<file path="src/rtl/lcd_bus_feeder.sv">
// rtl/lcd_bus_feeder.sv - 8080-style LCD bus writer fed from video memory or a command port
module lcd_bus_feeder #(
    parameter int WR_LOW           = 2,
    parameter int WR_HIGH          = 2,
    parameter int PIXELS_PER_FRAME = 153600
) (
    input  logic        clk,
    input  logic        reset,
    input  logic        stream_en,
    input  logic        lcd_wait,
    input  logic        lcd_newfield,
    input  logic [7:0]  lcd_red,
    input  logic [7:0]  lcd_green,
    input  logic [7:0]  lcd_blue,
    output logic        lcd_next_pixel,
    input  logic        cmd_valid,
    input  logic        cmd_rs,
    input  logic [15:0] cmd_data,
    output logic        cmd_ready,
    output logic [15:0] lcd_db,
    output logic        lcd_wr_n,
    output logic        lcd_rs,
    output logic        lcd_cs_n,
    output logic        frame_done,
    output logic        overrun
);

    typedef enum logic [2:0] {
        IDLE, CMD_WR, MEMWR_CMD, PIX_WAIT, PIX_WR, ADVANCE, SETTLE1, SETTLE2
    } state_t;

    localparam logic [4:0]  WR_LOW_C  = 5'(WR_LOW);
    localparam logic [4:0]  WR_LAST_C = 5'(WR_LOW + WR_HIGH - 1);
    localparam logic [17:0] PPF_C     = 18'(PIXELS_PER_FRAME);
    localparam logic [17:0] PIX_SAT_C = 18'(PIXELS_PER_FRAME + 1);
    localparam logic [15:0] MEMWR_OP  = 16'h002C;

    state_t      state_q, state_d;
    logic        alive_q;
    logic [4:0]  wr_cnt_q;
    logic [17:0] pix_cnt_q;
    logic        in_write, wr_last, wr_n_d;
    logic        bus_load, rs_d;
    logic [15:0] db_d;
    logic        pix_clr, pix_inc, frame_pulse, overrun_set;
    logic        unused_pix_bits;

    assign unused_pix_bits = ^{lcd_red[2:0], lcd_green[1:0], lcd_blue[2:0]};

    assign in_write = (state_q == CMD_WR) || (state_q == MEMWR_CMD) || (state_q == PIX_WR);
    assign wr_last  = (wr_cnt_q == WR_LAST_C);

    // alive_q keeps cmd_ready low while reset is held, even though state sits in IDLE
    assign cmd_ready      = alive_q && (state_q == IDLE) && !stream_en;
    assign lcd_next_pixel = (state_q == ADVANCE) && !lcd_wait;

    always_comb begin
        state_d     = state_q;
        bus_load    = 1'b0;
        db_d        = lcd_db;
        rs_d        = lcd_rs;
        pix_clr     = 1'b0;
        pix_inc     = 1'b0;
        frame_pulse = 1'b0;
        overrun_set = 1'b0;
        case (state_q)
            IDLE: begin
                if (cmd_valid && cmd_ready) begin
                    state_d  = CMD_WR;
                    bus_load = 1'b1;
                    db_d     = cmd_data;
                    rs_d     = cmd_rs;
                end else if (stream_en) begin
                    state_d  = MEMWR_CMD;
                    bus_load = 1'b1;
                    db_d     = MEMWR_OP;
                    rs_d     = 1'b0;
                end
            end
            CMD_WR: if (wr_last) state_d = IDLE;
            MEMWR_CMD: begin
                if (wr_last) begin
                    state_d = PIX_WAIT;
                    pix_clr = 1'b1;
                end
            end
            PIX_WAIT: begin
                if (!lcd_wait) begin
                    state_d  = PIX_WR;
                    bus_load = 1'b1;
                    db_d     = {lcd_red[7:3], lcd_green[7:2], lcd_blue[7:3]};
                    rs_d     = 1'b1;
                end
            end
            PIX_WR: if (wr_last) state_d = ADVANCE;
            ADVANCE: begin
                if (!lcd_wait) begin
                    state_d     = SETTLE1;
                    pix_inc     = 1'b1;
                    overrun_set = (pix_cnt_q == PPF_C);
                end
            end
            SETTLE1: state_d = SETTLE2;
            SETTLE2: begin
                if (lcd_newfield) begin
                    frame_pulse = 1'b1;
                    overrun_set = (pix_cnt_q != PPF_C);
                end
                if (!stream_en) begin
                    state_d = IDLE;
                end else if (lcd_newfield) begin
                    state_d  = MEMWR_CMD;
                    bus_load = 1'b1;
                    db_d     = MEMWR_OP;
                    rs_d     = 1'b0;
                end else begin
                    state_d = PIX_WAIT;
                end
            end
            default: state_d = IDLE;
        endcase
    end

    // wr_n is registered so the strobe is glitch-free; low for the first WR_LOW cycles of a write
    always_comb begin
        wr_n_d = 1'b1;
        if (bus_load)
            wr_n_d = 1'b0;
        else if (in_write && !wr_last && ((wr_cnt_q + 5'd1) < WR_LOW_C))
            wr_n_d = 1'b0;
    end

    always_ff @(posedge clk or negedge reset) begin
        if (!reset) begin
            state_q    <= IDLE;
            alive_q    <= 1'b0;
            wr_cnt_q   <= '0;
            pix_cnt_q  <= '0;
            lcd_db     <= '0;
            lcd_rs     <= 1'b1;
            lcd_wr_n   <= 1'b1;
            lcd_cs_n   <= 1'b1;
            frame_done <= 1'b0;
            overrun    <= 1'b0;
        end else begin
            state_q    <= state_d;
            alive_q    <= 1'b1;
            lcd_wr_n   <= wr_n_d;
            lcd_cs_n   <= (state_d == IDLE);
            frame_done <= frame_pulse;
            if (bus_load) begin
                lcd_db   <= db_d;
                lcd_rs   <= rs_d;
                wr_cnt_q <= '0;
            end else if (in_write) begin
                wr_cnt_q <= wr_cnt_q + 5'd1;
            end
            if (pix_clr)
                pix_cnt_q <= '0;
            else if (pix_inc && (pix_cnt_q != PIX_SAT_C))
                pix_cnt_q <= pix_cnt_q + 18'd1;
            if (overrun_set)
                overrun <= 1'b1;
        end
    end

endmodule

</file>
<file path="config.mk">
export PLATFORM = sky130hd
export DESIGN_NAME = lcd_bus_feeder
export DESIGN_NICKNAME = d
export VERILOG_FILES = /design/src/rtl/lcd_bus_feeder.sv
export SDC_FILE = /design/constraint.sdc
export NUM_CORES = 1
export LEC_CHECK = 0
export BUFFER_PORTS_ARGS = -buffer_cell sky130_fd_sc_hd__buf_2
export CORE_MARGIN = 10
export CORE_UTILIZATION = 48
export DETAILED_ROUTE_END_ITERATION = 16
export PLACE_DENSITY = 0.78
export SETUP_SLACK_MARGIN = 0.05
export SLEW_MARGIN = 10
export SYNTH_ARGS = -nofsm -noshare
export SYNTH_HDL_FRONTEND = slang
export SYNTH_SLANG_ARGS = --single-unit
</file>
<file path="constraint.sdc">
create_clock -name clk -period 1.52 [get_ports clk]
set_input_delay 0.076 -clock clk [delete_from_list [all_inputs] [get_ports clk]]
set_output_delay 0.076 -clock clk [all_outputs]
set_load 0.02 [all_outputs]
</file>
# Yosys cells after proc, flatten, opt, wreduce, memory -nomap -nowiden
# Index checks and enable logic that the tools add are counted.
[classes] n_lt_le_gt_ge=1 n_div=0 n_reduce_logical=18 n_eq_ne=15 multipliers=0 shift=0 muxes=41 addsub=2 bitwise_logic=0
[op_table] operator="two-way mux 16 bit" n=5
[op_table] operator="case mux 16 bit (3 select lines)" n=1
[op_table] operator="two-way mux 18 bit" n=2
[op_table] operator="!= test 18 bit (second input constant)" n=2
[op_table] operator="case mux 3 bit (8 select lines)" n=1
[op_table] operator="two-way mux 3 bit" n=7
[op_table] operator="two-way mux 1 bit" n=19
[op_table] operator="adder 18 x 1 -> 18 bit (second input constant)" n=1
[op_table] operator="equality test 18 bit (second input constant)" n=1
[op_table] operator="equality test 3 bit (second input constant)" n=4
[op_table] operator="two-way mux 5 bit" n=2
[op_table] operator="logical AND 1 bit" n=7
[op_table] operator="equality test 3 x 2 -> 1 bit (second input constant)" n=2
[op_table] operator="logical NOT 3 bit" n=2
[op_table] operator="!= test 2 bit (second input constant)" n=3
[op_table] operator="case mux 1 bit (3 select lines)" n=2
[op_table] operator="AND reduction 6 bit" n=1
[op_table] operator="adder 5 x 1 -> 5 bit (second input constant)" n=1
[op_table] operator="equality test 5 x 2 -> 1 bit (second input constant)" n=1
[op_table] operator="less-than comparator 5 x 2 -> 1 bit (second input constant)" n=1
[op_table] operator="nonzero test 2 bit" n=2
[op_table] operator="equality test 3 x 1 -> 1 bit (second input constant)" n=1
[op_table] operator="logical NOT 1 bit" n=3
[op_table] operator="!= test 3 x 2 -> 1 bit (second input constant)" n=1
[op_table] operator="4 further kinds" n=5
[totals] n_memories=0 out_inout_bits=23 romBits=0 ram_bits=0 latch_bits=0 in_bits=47 regBits=48 wordCells=87

# Depth between registers and ports, before layout
[logic_depth] word_depth=7 mapped_depth=6 depth_no_buf=5

# Worst setup path after synthesis
# OpenSTA, ideal clock, no wires.
[synth_path] kind="flip-flop to flip-flop" from="register state_q[1]" to="register pix_cnt_q[1]" slack_ns=-0.151 arrival_ns=1.544 t_required_ns=1.393 setup_ns=0.127 synth_period_minus_slack_ns=1.671 path_stages_with_launch=5 n_path_buf=1 cell_sequence="dfrtp_1 > and4bb_4 > buf_2 > a21bo_2 > mux2_1"
[synth_via] elab_chain_len=4 elab_cells_between_ends=7 classes_between="2 x eq/ne; 3 x mux; 2 x reduce/logical"
[synth_lines] item="start: declaration" line_no="38" source="state_t state_q, state_d;"
[synth_lines] item="start signal: assignment" line_no="146" source="state_q <= state_d;"
[synth_lines] item="equality test 3 bit" line_no="66" source="case (state_q)"
[synth_lines] item="two-way mux 1 bit" line_no="66"
[synth_lines] item="logical AND 1 bit" line_no="160" source="else if (pix_inc && (pix_cnt_q != PIX_SAT_C))"
[synth_lines] item="nonzero test 2 bit (no source line)"
[synth_lines] item="end signal: assignment" line_no="161" source="pix_cnt_q <= pix_cnt_q + 18'd1;"
[synth_lines] item="end: declaration" line_no="41" source="logic [17:0] pix_cnt_q;"
# Parallel ways exist; a longest one is shown, timed or not.
# A chain may end at the register's enable or synchronous reset.

# Worst setup path in the final report
[layout_path] from="register state_q[0]" to="register lcd_db[1]"
[layout_via] elab_chain_len=7 elab_cells_between_ends=16 classes_between="6 x eq/ne; 4 x mux; 6 x reduce/logical"
[layout_lines] item="logical NOT 3 bit" line_no="54, 66"
[layout_lines] item="logical AND 1 bit (2 in series)" line_no="54" source="assign cmd_ready = alive_q && (state_q == IDLE) && !stream_en;"
[layout_lines] item="logical AND 1 bit" line_no="68" source="if (cmd_valid && cmd_ready) begin"
[layout_lines] item="two-way mux 1 bit" line_no="68"
[layout_lines] item="case mux 1 bit (3 select lines)" line_no="66"
[layout_lines] item="AND reduction 6 bit (no source line)"
[layout_lines] item="end signal: assignment" line_no="139" source="lcd_db <= '0;"
[layout_lines] item="end signal: assignment" line_no="152" source="lcd_db <= db_d;"
[layout_lines] item="end: declaration" line_no="20" source="output logic [15:0] lcd_db,"
# Parallel ways exist; a longest one is shown, timed or not.

==> metrics.yaml <==
clocking:
  path_clk_slew_ps: 80
  insertion_delay_ps: 300
  clockBufferDepth: 2
  htreeDepth: 2
  root_buffer: "clkbuf_8"
  clock_sink_count: 48
  tritoncts: "yes"
  cts_buffers: 5
grt:
  grt_pass1_vias: 3033
  antenna_found_initial: 0
  grt_overflow_total: 0
  grt_pass1_wl_mm: 14.82
  grt_use_total_pct: 20.50
  grt_max_degree: 29
synth:
  synthFlopType: "dfrtp_1"
  synth_area_leader_cell: "dfrtp_1"
  synth_seq_cells: 48
  yosys-top-cells-count: "dfrtp_1, nand2_1, o211ai_1"
  yosysTopAreaCellShare_pct: 41.96
  synthTopCellsByArea: "dfrtp_1, o211ai_1, a2bb2oi_1, nand2_1, dfstp_2"
  yosysMostFrequentCell: "dfrtp_1"
  yosys.cell_types.count: 53
  synthArstFlopShare_pct: 100.0
  avgSynthCellArea_um2: 9.977
  synth_edf_count: 0
  syn-num-nets: 320
  synthCells: 269
  ys_warn_count: 0
  syn_area_mm2: 0.002684
  ys_seq_area_share_pct: 44.90
cells_and_area:
  n_antenna_cell: 0
  area_growth_pct: 57.53
  design_area_mm2: 0.004228
  drive_gt1_share_pct: 54.66
  final_nets: 449
critical_path:
  start_kind: "flop"
  required_ps: 1700
  worstPathArrival_ps: 1860
  reg2reg_setup_slack_ps: -160
  cp-end-kind: "flop"
  ff2ff_path_depth: 7
  r2r_start: "state_q[0]$_DFF_PN0_"
  r2r_end: "lcd_db[1]$_DFFE_PN0P_"
  crit_type: "reg2reg"
  crit_start: "state_q[0]$_DFF_PN0_"
  path_max_fanout: 15
timing:
  hold_viol: 0
  layout_min_cycle_time_ps: 1685
  finClkSkew_ps: 12.14
  worst_pin_slew_ps: 524.7
  slew-limit-headroom_pct: 65.02
  setup_tns_ps: -4320
  slew_viol_final: 0
  rsz0062_at_grt: "true"
  final.period_utilization_pct: 110.8
  setup_viol: 46
  fin_ws_ps: -164.7
  max_freq_mhz: 593.6
  whs_ps: 14.00
die:
  initial_utilization_pct: 49.04
  die_w_um: 94.78
  die_area_mm2: 0.008982
  placementRows: 27
  die_h_um: 94.78
  fp.coreArea_mm2: 0.005473
  ioPinCount: 70
power:
  irDropWorstVdd_mv: 1.148
  p_leak_nw: 1.948
  p_per_area_mw_per_mm2: 1713
route:
  drt-initial-drc-count: 215
  wl_per_cell_um: 21.67
  vias: 2935
  vias_per_cell: 6.258
  drt_wl_total_mm: 10.16
  ant_nets: 0
  drc: 0
  drt_pass1_iterations: 5
hold_path:
  whs_path_depth: 3
  hold_class: "in2reg"
  min_to: "lcd_db[4]$_DFFE_PN0P_"
  min_from: "lcd_blue[7]"
job:
  maxCapViolCount: 0
placement:
  dpl-instance-area_mm2: 0.003432
  finalWeightedCongestion: 0.7952
  portBuffers: 61
  hpwl_mm: 5.353
run_status:
  violations: "setup timing"
  status: "complete, but fails checks"
-- cells by family (layout without fill, tap and decap cells) --
group	count (synthesis)	count (layout)	synth area share, %
buf+inv	25	153	4.522
fa+ha+maj	4	4	1.865
compound gates	67	67	18.14
mux	7	7	2.657
xor+xnor	10	10	3.264
simple gates	107	107	24.52
other cells	1	1	0.1397
flops	48	48	44.90
-- cell type report --
cell class / instances / area [µm²]
clock buffers: 6 / 72.57
fillers: 318 / 1245
inverters: 10 / 37.54
multi-input cells: 196 / 1722
flip-flops and latches: 48 / 1209
well taps: 72 / 90.09
repair buffers: 137 / 1097
-- layer usage --
layer	global-route usage, %	share of wire [%]
met1	24.12	39
met2	34.44	49
met3	5.630	7.6
met4	8.603	3.9
met5	0	0
-- cell usage in the layout (no fill, tap or decap), types with 3 or more instances in the layout --
cell type / instances
a21oi_1: 3
a21oi_2: 9
a2bb2oi_1: 12
and3_1: 5
buf_12: 5
buf_2: 59
buf_4: 45
buf_6: 21
buf_8: 4
clkbuf_8: 5
dfrtp_1: 42
dfrtp_2: 3
dfstp_2: 3
ha_1: 3
inv_1: 9
mux2i_1: 6
nand2_1: 25
nand2b_1: 3
nand3_1: 4
nand3_4: 6
nand4_1: 8
nor2_1: 7
nor2_2: 4
nor3_1: 4
o211ai_1: 17
or3_4: 3
or4_4: 4
xor2_1: 7
-- worst max-delay path, stage by stage, from the launching register on --
cell and delay (ps):
dfrtp_1 430, buf_12 160, nor4_4 240, buf_4 180, nand3_4 110, buf_12 180
o211ai_1 180, a2bb2oi_2 80
-- through the flow --
step                utilization, %  setup slack [ps]  cells  total power [mW]
finish                       77.25            -164.7    469             7.244
global route                 77.25            -224.0    469             7.590
CTS                          71.72            -86.24    461             6.453
detailed placement           62.71            -64.24    437             5.165
global placement             62.71            -42.90    437             5.045
floorplan                        -            -55.12    269             3.989
-- flip-flops by register name (all words and copies together) (netlist names) --
| signal | flops |
|---|---|
| alive_q | 1 |
| frame_done | 1 |
| lcd_cs_n | 1 |
| lcd_db | 16 |
| lcd_rs | 1 |
| lcd_wr_n | 1 |
| overrun | 1 |
| pix_cnt_q | 18 |
| state_q | 3 |
| wr_cnt_q | 5 |
-- worst max path at each step --
| stage | end | slack [ps] | cells after the start |
|---|---|---|---|
| finish | lcd_db[1]$_DFFE_PN0P_ | -160 | 7 |
| global route | lcd_db[14]$_DFFE_PN0P_ | -220 | 7 |
| CTS | lcd_db[0]$_DFFE_PN0P_ | -90 | 7 |
| detailed placement | pix_cnt_q[15]$_DFFE_PN0P_ | -60 | 4 |
| global placement | lcd_cs_n$_DFF_PN1_ | -40 | 5 |
| floorplan | pix_cnt_q[1]$_DFFE_PN0P_ | -60 | 4 |
-- power by group --
| group | leakage (nW) | internal [mW] | switching [mW] |
|---|---|---|---|
| Clock | 0.0371 | 0.308 | 0.406 |
| Combinational | 1.32 | 2.16 | 2.29 |
| Sequential | 0.595 | 1.75 | 0.330 |
-- timing repair --
action,CTS,global route
hold buffers,1,0
endpoints found under the setup margin,41,46
setup buffers,16,6
pin swaps,29,12
hold endpoints to repair,19,0
resized for setup,58,52
cloned,1,2
No activity file was read; power rests on OpenSTA's default activity.
